<file path="config.mk">
export PLATFORM = sky130hd
export DESIGN_NAME = x9_run_ctrl
export DESIGN_NICKNAME = d
export VERILOG_FILES = /design/src/rtl/x9_run_pkg.sv /design/src/rtl/x9_sync2.sv /design/src/rtl/x9_run_ctrl.sv
export SDC_FILE = /design/constraint.sdc
export NUM_CORES = 1
export LEC_CHECK = 0
export BUFFER_PORTS_ARGS = -buffer_cell sky130_fd_sc_hd__buf_2
export CAP_MARGIN = 40
export CORE_MARGIN = 4
export CORE_UTILIZATION = 29
export CTS_BUF_LIST = sky130_fd_sc_hd__clkbuf_8
export DETAILED_ROUTE_END_ITERATION = 6
export PLACE_DENSITY = 0.49
export REMOVE_ABC_BUFFERS = 1
export SYNTH_ARGS = -nofsm -noshare
export SYNTH_HDL_FRONTEND = slang
export SYNTH_SLANG_ARGS = --single-unit
</file>
<file path="constraint.sdc">
create_clock -name clk -period 2.3 [get_ports clk]
set_input_delay 0.115 -clock clk [delete_from_list [all_inputs] [get_ports clk]]
set_output_delay 0.115 -clock clk [all_outputs]
set_load 0.05 [all_outputs]
</file>
<file path="src/rtl/x9_run_pkg.sv">
// -----------------------------------------------------------------------------
// x9_run_pkg
// Shared types and default constants for the X9 host-side run controller.
//   state_e        : run controller FSM states
//   CW_DEF         : default cycle counter / report width
//   MAX_CYC_DEF    : default timeout limit in cycles (must be < 2**CW)
//   RST_CYC_DEF    : default number of cycles core_reset is held after start
//   DONE_SYNC_LAT  : latency of the optional core_done synchronizer
// -----------------------------------------------------------------------------
package x9_run_pkg;

   typedef enum logic [2:0] {
      IDLE = 3'd0,
      RST  = 3'd1,
      REQ  = 3'd2,
      RUN  = 3'd3,
      FIN  = 3'd4
   } state_e;

   localparam int CW_DEF        = 32;
   localparam int MAX_CYC_DEF   = 100000;
   localparam int RST_CYC_DEF   = 4;
   localparam int DONE_SYNC_LAT = 2;

endpackage

</file>
<file path="src/rtl/x9_sync2.sv">
// -----------------------------------------------------------------------------
// x9_sync2
// Two-flop synchronizer for a single-bit level, asynchronous active-low reset
// clears both stages to 0.
// Ports:
//   clk   in  : destination clock, rising edge
//   rst_n in  : asynchronous active-low reset
//   i_d   in  : asynchronous input level
//   o_q   out : synchronized level, two clk edges behind i_d
// -----------------------------------------------------------------------------
module x9_sync2 (
   input  logic clk,
   input  logic rst_n,
   input  logic i_d,
   output logic o_q
);

   logic r_meta;
   logic r_sync;

   always_ff @(posedge clk or negedge rst_n) begin
      if (!rst_n) begin
         r_meta <= 1'b0;
         r_sync <= 1'b0;
      end else begin
         // NOTE: non-blocking assignments make both stages sample old values
         // at the same edge, which is what gives a true two-stage shift.
         r_meta <= i_d;
         r_sync <= r_meta;
      end
   end

   assign o_q = r_sync;

endmodule

</file>
<file path="src/rtl/x9_run_ctrl.sv">
// -----------------------------------------------------------------------------
// x9_run_ctrl
// Host-side run controller for the X9 processor top level. A single-cycle
// start holds the core in reset for RST_CYC cycles, pulses core_req for one
// cycle, then counts execution cycles until core_done or the MAX_CYC timeout.
// The result (cycle count, timeout flag) is latched and a finished pulse is
// issued. All outputs are registered.
//
// Configuration macro:
//   RUN_CTRL_DONE_SYNC_EN : when defined, core_done passes through x9_sync2
//                           and the latched count is compensated by the
//                           synchronizer latency (clamped at 0).
//
// Ports:
//   clk        in  : system clock, rising edge
//   reset      in  : asynchronous active-low reset of this block
//   start      in  : host run request, sampled only in IDLE
//   core_done  in  : done output of the processor top level
//   core_reset out : active-high reset to the processor
//   core_req   out : one-cycle request pulse to the processor
//   busy       out : high in every state except IDLE
//   finished   out : one-cycle pulse when a run ends (done or timeout)
//   timed_out  out : sticky timeout flag of the last run
//   cycles     out : cycle count of the last run, held until the next run ends
// -----------------------------------------------------------------------------
module x9_run_ctrl
   import x9_run_pkg::*;
#(
   parameter int CW      = CW_DEF,
   parameter int MAX_CYC = MAX_CYC_DEF,
   parameter int RST_CYC = RST_CYC_DEF
) (
   input  logic          clk,
   input  logic          reset,
   input  logic          start,
   input  logic          core_done,
   output logic          core_reset,
   output logic          core_req,
   output logic          busy,
   output logic          finished,
   output logic          timed_out,
   output logic [CW-1:0] cycles
);

   // Reset-hold counter only needs to reach RST_CYC-1.
   localparam int RCW = (RST_CYC > 1) ? $clog2(RST_CYC) : 1;

   state_e          r_state;
   state_e          w_state_nxt;
   logic [RCW-1:0]  r_rst_cnt;
   logic [RCW-1:0]  w_rst_cnt_nxt;
   logic [CW-1:0]   r_run_cnt;
   logic [CW-1:0]   w_run_cnt_nxt;
   logic [CW-1:0]   r_cycles;
   logic [CW-1:0]   w_cycles_nxt;
   logic            r_timed_out;
   logic            w_timed_out_nxt;
   logic            r_core_reset;
   logic            r_core_req;
   logic            r_busy;
   logic            r_finished;
   logic            w_done;
   logic [CW-1:0]   w_done_cycles;

`ifdef RUN_CTRL_DONE_SYNC_EN
   x9_sync2 u_done_sync (
      .clk   (clk),
      .rst_n (reset),
      .i_d   (core_done),
      .o_q   (w_done)
   );

   // The FSM sees done DONE_SYNC_LAT cycles late; back the count off so the
   // report matches the count the core itself would see.
   assign w_done_cycles = (r_run_cnt > CW'(DONE_SYNC_LAT))
                        ? r_run_cnt - CW'(DONE_SYNC_LAT)
                        : '0;
`else
   assign w_done        = core_done;
   assign w_done_cycles = r_run_cnt;
`endif

   // Next-state and datapath updates.
   always_comb begin
      // NOTE: every target gets a default first so no path leaves it
      // unassigned, which would otherwise infer a latch.
      w_state_nxt     = r_state;
      w_rst_cnt_nxt   = r_rst_cnt;
      w_run_cnt_nxt   = r_run_cnt;
      w_cycles_nxt    = r_cycles;
      w_timed_out_nxt = r_timed_out;

      case (r_state)
         IDLE: begin
            if (start) begin
               w_state_nxt   = RST;
               w_rst_cnt_nxt = RCW'(RST_CYC - 1);
            end
         end
         RST: begin
            if (r_rst_cnt == '0) begin
               w_state_nxt = REQ;
            end else begin
               w_rst_cnt_nxt = r_rst_cnt - RCW'(1);
            end
         end
         REQ: begin
            w_run_cnt_nxt = CW'(1);
            w_state_nxt   = RUN;
         end
         RUN: begin
            // Done takes priority over a coincident timeout.
            if (w_done) begin
               w_cycles_nxt    = w_done_cycles;
               w_timed_out_nxt = 1'b0;
               w_state_nxt     = FIN;
            end else if (r_run_cnt == CW'(MAX_CYC)) begin
               w_cycles_nxt    = CW'(MAX_CYC);
               w_timed_out_nxt = 1'b1;
               w_state_nxt     = FIN;
            end else begin
               w_run_cnt_nxt = r_run_cnt + CW'(1);
            end
         end
         FIN: begin
            w_state_nxt = IDLE;
         end
         default: begin
            w_state_nxt = IDLE;
         end
      endcase
   end

   // State, counters and registered outputs. Outputs are decoded from the
   // next state so they line up with the state they describe.
   always_ff @(posedge clk or negedge reset) begin
      if (!reset) begin
         r_state      <= IDLE;
         r_rst_cnt    <= '0;
         r_run_cnt    <= '0;
         r_cycles     <= '0;
         r_timed_out  <= 1'b0;
         r_core_reset <= 1'b1;
         r_core_req   <= 1'b0;
         r_busy       <= 1'b0;
         r_finished   <= 1'b0;
      end else begin
         r_state      <= w_state_nxt;
         r_rst_cnt    <= w_rst_cnt_nxt;
         r_run_cnt    <= w_run_cnt_nxt;
         r_cycles     <= w_cycles_nxt;
         r_timed_out  <= w_timed_out_nxt;
         r_core_reset <= (w_state_nxt != REQ) && (w_state_nxt != RUN);
         r_core_req   <= (w_state_nxt == REQ);
         r_busy       <= (w_state_nxt != IDLE);
         r_finished   <= (w_state_nxt == FIN);
      end
   end

   assign core_reset = r_core_reset;
   assign core_req   = r_core_req;
   assign busy       = r_busy;
   assign finished   = r_finished;
   assign timed_out  = r_timed_out;
   assign cycles     = r_cycles;

endmodule

</file>
## Word level (Yosys, flattened, before mapping)

Cells that the tools add are included.

| word-level totals | value |
|---|---|
| flip-flop bits (word level) | 74 |
| input bits | 4 |
| output and inout bits | 37 |
| logic and storage cells | 48 |

| operators by class | value |
|---|---|
| add/sub/neg operators | 2 |
| equal/unequal tests | 12 |
| multiplexer cells | 15 |
| reduce and logical (&&, ||, !) cells | 10 |

Operators with widths:

| cell | number |
|---|---|
| 2-to-1 mux 32 bit | 4 |
| case mux 32 bit (2 select lines) | 1 |
| adder 32 x 1 -> 32 bit, second input constant | 1 |
| == test 32 x 17 -> 1 bit, second input constant | 1 |
| 2-to-1 mux 3 bit | 4 |
| case mux 3 bit (4 select lines) | 1 |
| == test 3 x 2 -> 1 bit, second input constant | 3 |
| != test 2 bit, second input constant | 4 |
| != test 3 x 2 -> 1 bit, second input constant | 2 |
| AND reduction 3 bit | 2 |
| nonzero test 2 bit | 3 |
| 2-to-1 mux 2 bit | 2 |
| case mux 2 bit (2 select lines) | 1 |
| == test 3 x 1 -> 1 bit, second input constant | 1 |
| == test 3 bit, second input constant | 1 |
| logical NOT 3 bit | 1 |
| nonzero test 3 bit | 1 |
| logical NOT 2 bit | 1 |
| 2-to-1 mux 1 bit | 2 |
| AND reduction 2 bit | 1 |
| subtractor 2 x 1 -> 2 bit, second input constant | 1 |
| logical AND 1 bit | 1 |

## Logic depth before layout (Yosys ltp)

| logic depth | value |
|---|---|
| word-level depth | 6 |
| depth in mapped cells | 8 |
| gate-level depth less buffers | 8 |

## Worst setup path before layout

No wires, ideal clock.

| timing | value |
|---|---|
| path type | reg2reg |
| from | register r_run_cnt[0] |
| to | register r_run_cnt[30] |
| setup time | 124 ps |
| arrival | 1,872 ps |
| data required time | 2,176 ps |
| setup slack | 304 ps |
| cell stages (with the launch flop) | 9 |
| buffers on the path | 1 |
| period minus slack after synthesis | 1,996 ps |
| cells stage by stage | dfrtp_1 inv_1 ha_1 nor4bb_1 nand4_1 o21ai_1 buf_2 nor4_1 a211o_1 |

| on the way | value |
|---|---|
| word-level cells in the longest chain between the ends | 4 |
| elaborated cells between the ends (all ways) | 7 |
| those cells by class | add/sub: 1; eq/ne: 2; mux: 3; reduce/logical: 1 |

Ends and longest elaborated chain:

| item | RTL line | RTL |
|---|---|---|
| start: declaration | x9_run_ctrl.sv:52 | `logic [CW-1:0] r_run_cnt;` |
| start signal: assignment | x9_run_ctrl.sv:150 | `r_run_cnt <= w_run_cnt_nxt;` |
| adder 32 x 1 -> 32 bit | x9_run_ctrl.sv:122 | `w_run_cnt_nxt = r_run_cnt + CW'(1);` |
| 2-to-1 mux 32 bit | x9_run_ctrl.sv:117 | `end else if (r_run_cnt == CW'(MAX_CYC)) begin` |
| 2-to-1 mux 32 bit | x9_run_ctrl.sv:113 | `if (w_done) begin` |
| case mux 32 bit (2 select lines) | x9_run_ctrl.sv:93 | `case (r_state)` |

Several ways; a longest one is shown, not always the timed one. The select of a mux whose other input is x is not followed.
A chain may end at the register's enable or synchronous reset.

## Worst setup path after layout

| timing | value |
|---|---|
| from | register r_run_cnt[0] |
| to | register r_run_cnt[22] |

Same word-level chain as after synthesis.

==> out/results.tsv <==
stage	metric	value	unit
outcome	status	finished clean	
detailed_routing	drc_errors	0	
timing	finalSetupViolations	0	
worst_setup_path	cp_data_arrival_time	2.46	ns
placement	place_ws	-0.0221	ns
placement	dp_hpwl	6.04	mm
worst_setup_path	max_stage_delay	0.47	ns
timing	fmax	459	MHz
worst_hold_path	worstHoldPathCells	3	
cts	cts_root_buf	clkbuf_8	
detailed_routing	ant_nets	0	
detailed_routing	first_pass_iters	4	
worst_setup_path	worstPathRequired	2.58	ns
synthesis	synth-seq-area-share	55.3	%
timing	timing_hold_violations_final	0	
die	coreArea	11100	sq um
cts	worst_skew_pair.late_latency	0.35	ns
worst_setup_path	endpoint_kind	flip-flop	
worst_setup_path	cp_slowest_cell	or4_1	
timing	period_share	94.7	%
detailed_routing	wl	8.48	mm
pwr	power.total	3900	uW
die	io-pin-count	41	
die	num_rows	38	
final_layout	seqCellArea	1860	sq um
synthesis	yosysTopAreaCell	dfrtp_1	
detailed_routing	viasPerCell	5.22	
synthesis	yosysUniqueCellTypes	42	
cts	cts_tree	yes	
pwr	p_per_area	940	nW/um^2
placement	dpl_cell_area	3860	sq um
synthesis	ys_warn_count	0	
timing	setup_ws	0.122	ns
synthesis	synth-edff-count	0	
detailed_routing	vias	2763	
synthesis	synthTopCellsByArea	dfrtp_1 (54%), a22o_1 (6.8%), nor2_1 (3.0%), a21oi_1 (2.8%), nor4_1 (2.1%)	
timing	tns	0	ns
global_routing	grt_pass1_wl	14.2	mm
final_layout	final_cell_area	4150	sq um
synthesis	synthArstFlopShare	100	%
die	chipHeight	116	microns
pwr	peakVddDrop	0.618	mV
detailed_routing	drt_iter0_drc	197	
worst_setup_path	crit_type	reg2reg	
placement	place_congestion	0.800	
timing	slew_viol_final	0	
global_routing	first_global_vias	2760	
synthesis	yosysMostFrequentCell	dfrtp_1	
worst_setup_path	path_delay_family	simple AND/OR/NAND/NOR gates	
timing	rsz0062_at_grt	yes	
global_routing	track_usage	13.7	%
die	initial_core_util	30.3	%
timing	fin_hold_ws	0.0317	ns
synthesis	avgSynthCellArea	10.5	sq um
global_routing	grt_max_degree	42	
final_layout	diodes	0	
timing	relSlewSlack	63.9	%
cts	clock_path_buffers	2	
synthesis	syn_inst	319	
synthesis	ys_top_cells_by_count	dfrtp_1 (73), nor2_1 (27), a22o_1 (26)	
worst_hold_path	hold_class	in2reg	
timing	fin_worst_skew	0.00634	ns
worst_setup_path	crit_fanout	14	
worst_setup_path	cp_cell_sequence	inv_1 > ha_1 > nor4bb_2 > nand4_1 > buf_4 > buf_4 > o211ai_1 > buf_4 > or4_1 > a21oi_1	
global_routing	antenna_found_initial	0	
die	fp.dieArea	13300	sq um
worst_setup_path	crit_path_frequent_cell	buf_4	
timing	min_period	2.18	ns
synthesis	synth_area	3350	sq um
synthesis	ys_seq_elements	74	
pwr	cellLeakagePower	0.00191	uW
flow_run	cap_violations	0	
worst_setup_path	r2r_cells	10	
cts	h-tree-depth	3	
detailed_routing	wire_per_inst	16.0	microns
final_layout	nets	391	
synthesis	synth_top_area_share	54.5	%
timing	worstMarginPinSlew	0.542	ns
worst_setup_path	startpoint_type	flip-flop	
synthesis	yosys_most_used_dff	dfrtp_1	
cts	cts_sinks	74	
final_layout	fillCellCount	1113	
die	die-width	116	microns
global_routing	grt_remaining_overflow	0	
worst_setup_path	worst-path-stages	10	
placement	portBuffers	40	
worst_setup_path	worst-path-buf-inv	4	
cts	cts_buffers	9	
final_layout	drive_gt1_share	24.7	%
cts	clk_pin_slew	0.07	ns
final_layout	syn_to_final_growth	23.7	%
final_layout	multi_input_area	1390	sq um
## stage by stage
step,instances,utilization [%]
after global routing,529,37.4
after floorplan,302,-
after CTS,526,37.1
final,529,37.4
after global placement,506,34.7
after detailed placement,507,34.9
## flip-flops by register name (all words and copies together), names as in the netlist
signal      count
busy            1
core_req        1
core_reset      1
cycles         32
finished        1
r_rst_cnt       2
r_run_cnt      32
r_state         3
timed_out       1
## cells by family (layout without fill, tap and decap cells)
logic type	count (synthesis)	in the layout	share of synthesized area, %
and+or+nand+nor	115	115	18.7
AOI/OAI and AO/OA	84	84	18.1
DFF	74	74	55.3
buffers and inverters	31	101	3.58
xor gates and xnor gates	11	11	2.87
adders and majority gates	3	3	1.12
muxes	1	1	0.299
## layer usage
layer  wire (microns)  track usage [%]
met1             4140             19.3
met2             3820             20.3
met3              347             2.87
met4              177             5.95
met5                0                0
## where the power goes
group / leakage, uW / internal (uW) / switching [uW]
clock network: 0.000113 / 633 / 485
registers: 0.000991 / 1480 / 149
logic: 0.000802 / 334 / 820
## layout by cell type (no fill, tap or decap), types with 13 or more instances in the layout
| cell | synthesis | final |
|---|---|---|
| buf_4 | 0 | 30 |
| nor2_1 | 27 | 27 |
| dfrtp_1 | 73 | 71 |
| a21oi_1 | 19 | 19 |
| nand2_1 | 14 | 14 |
| a22o_1 | 26 | 26 |
| buf_2 | 3 | 39 |
| inv_1 | 12 | 13 |
## what timing repair did
action	CTS	global route
buffers inserted	2	3
hold buffers	1	0
setup endpoints to repair	2	55
resized for setup	1	4
hold endpoints to repair	40	0
pin swaps	1	3
## path summary, 6_finish.rpt
path / to / startpoint / slack, ns
max in group asynchronous: core_reset$_DFF_PN1_ / reset / 1.38
min reg2reg: timed_out$_DFFE_PN0P_ / timed_out$_DFFE_PN0P_ / 0.49
max reg2reg: r_run_cnt[22]$_DFFE_PN0P_ / r_run_cnt[0]$_DFFE_PN0P_ / 0.12
max: r_run_cnt[22]$_DFFE_PN0P_ / r_run_cnt[0]$_DFFE_PN0P_ / 0.12
min: busy$_DFF_PN0_ / start / 0.03
min in group asynchronous: cycles[17]$_DFFE_PN0P_ / reset / 0.28
## layout make-up
| class | count | area share (%) |
|---|---|---|
| clock inverter | 6 | 1.96 |
| tap | 140 | 4.22 |
| sequential | 74 | 44.7 |
| inverter | 14 | 1.27 |
| clock buffer | 10 | 3.32 |
| multi-input combinational | 214 | 33.6 |
| timing repair buffer | 71 | 10.9 |
## worst reg2reg max path: stages (launching register included)
cell      delay (ns)
dfrtp_2         0.41
inv_1           0.09
ha_1            0.20
nor4bb_2        0.17
nand4_1         0.08
buf_4           0.15
buf_4           0.12
o211ai_1        0.07
buf_4           0.20
or4_1           0.47
a21oi_1         0.15
Note: power is estimated with default switching activity, not from simulation.
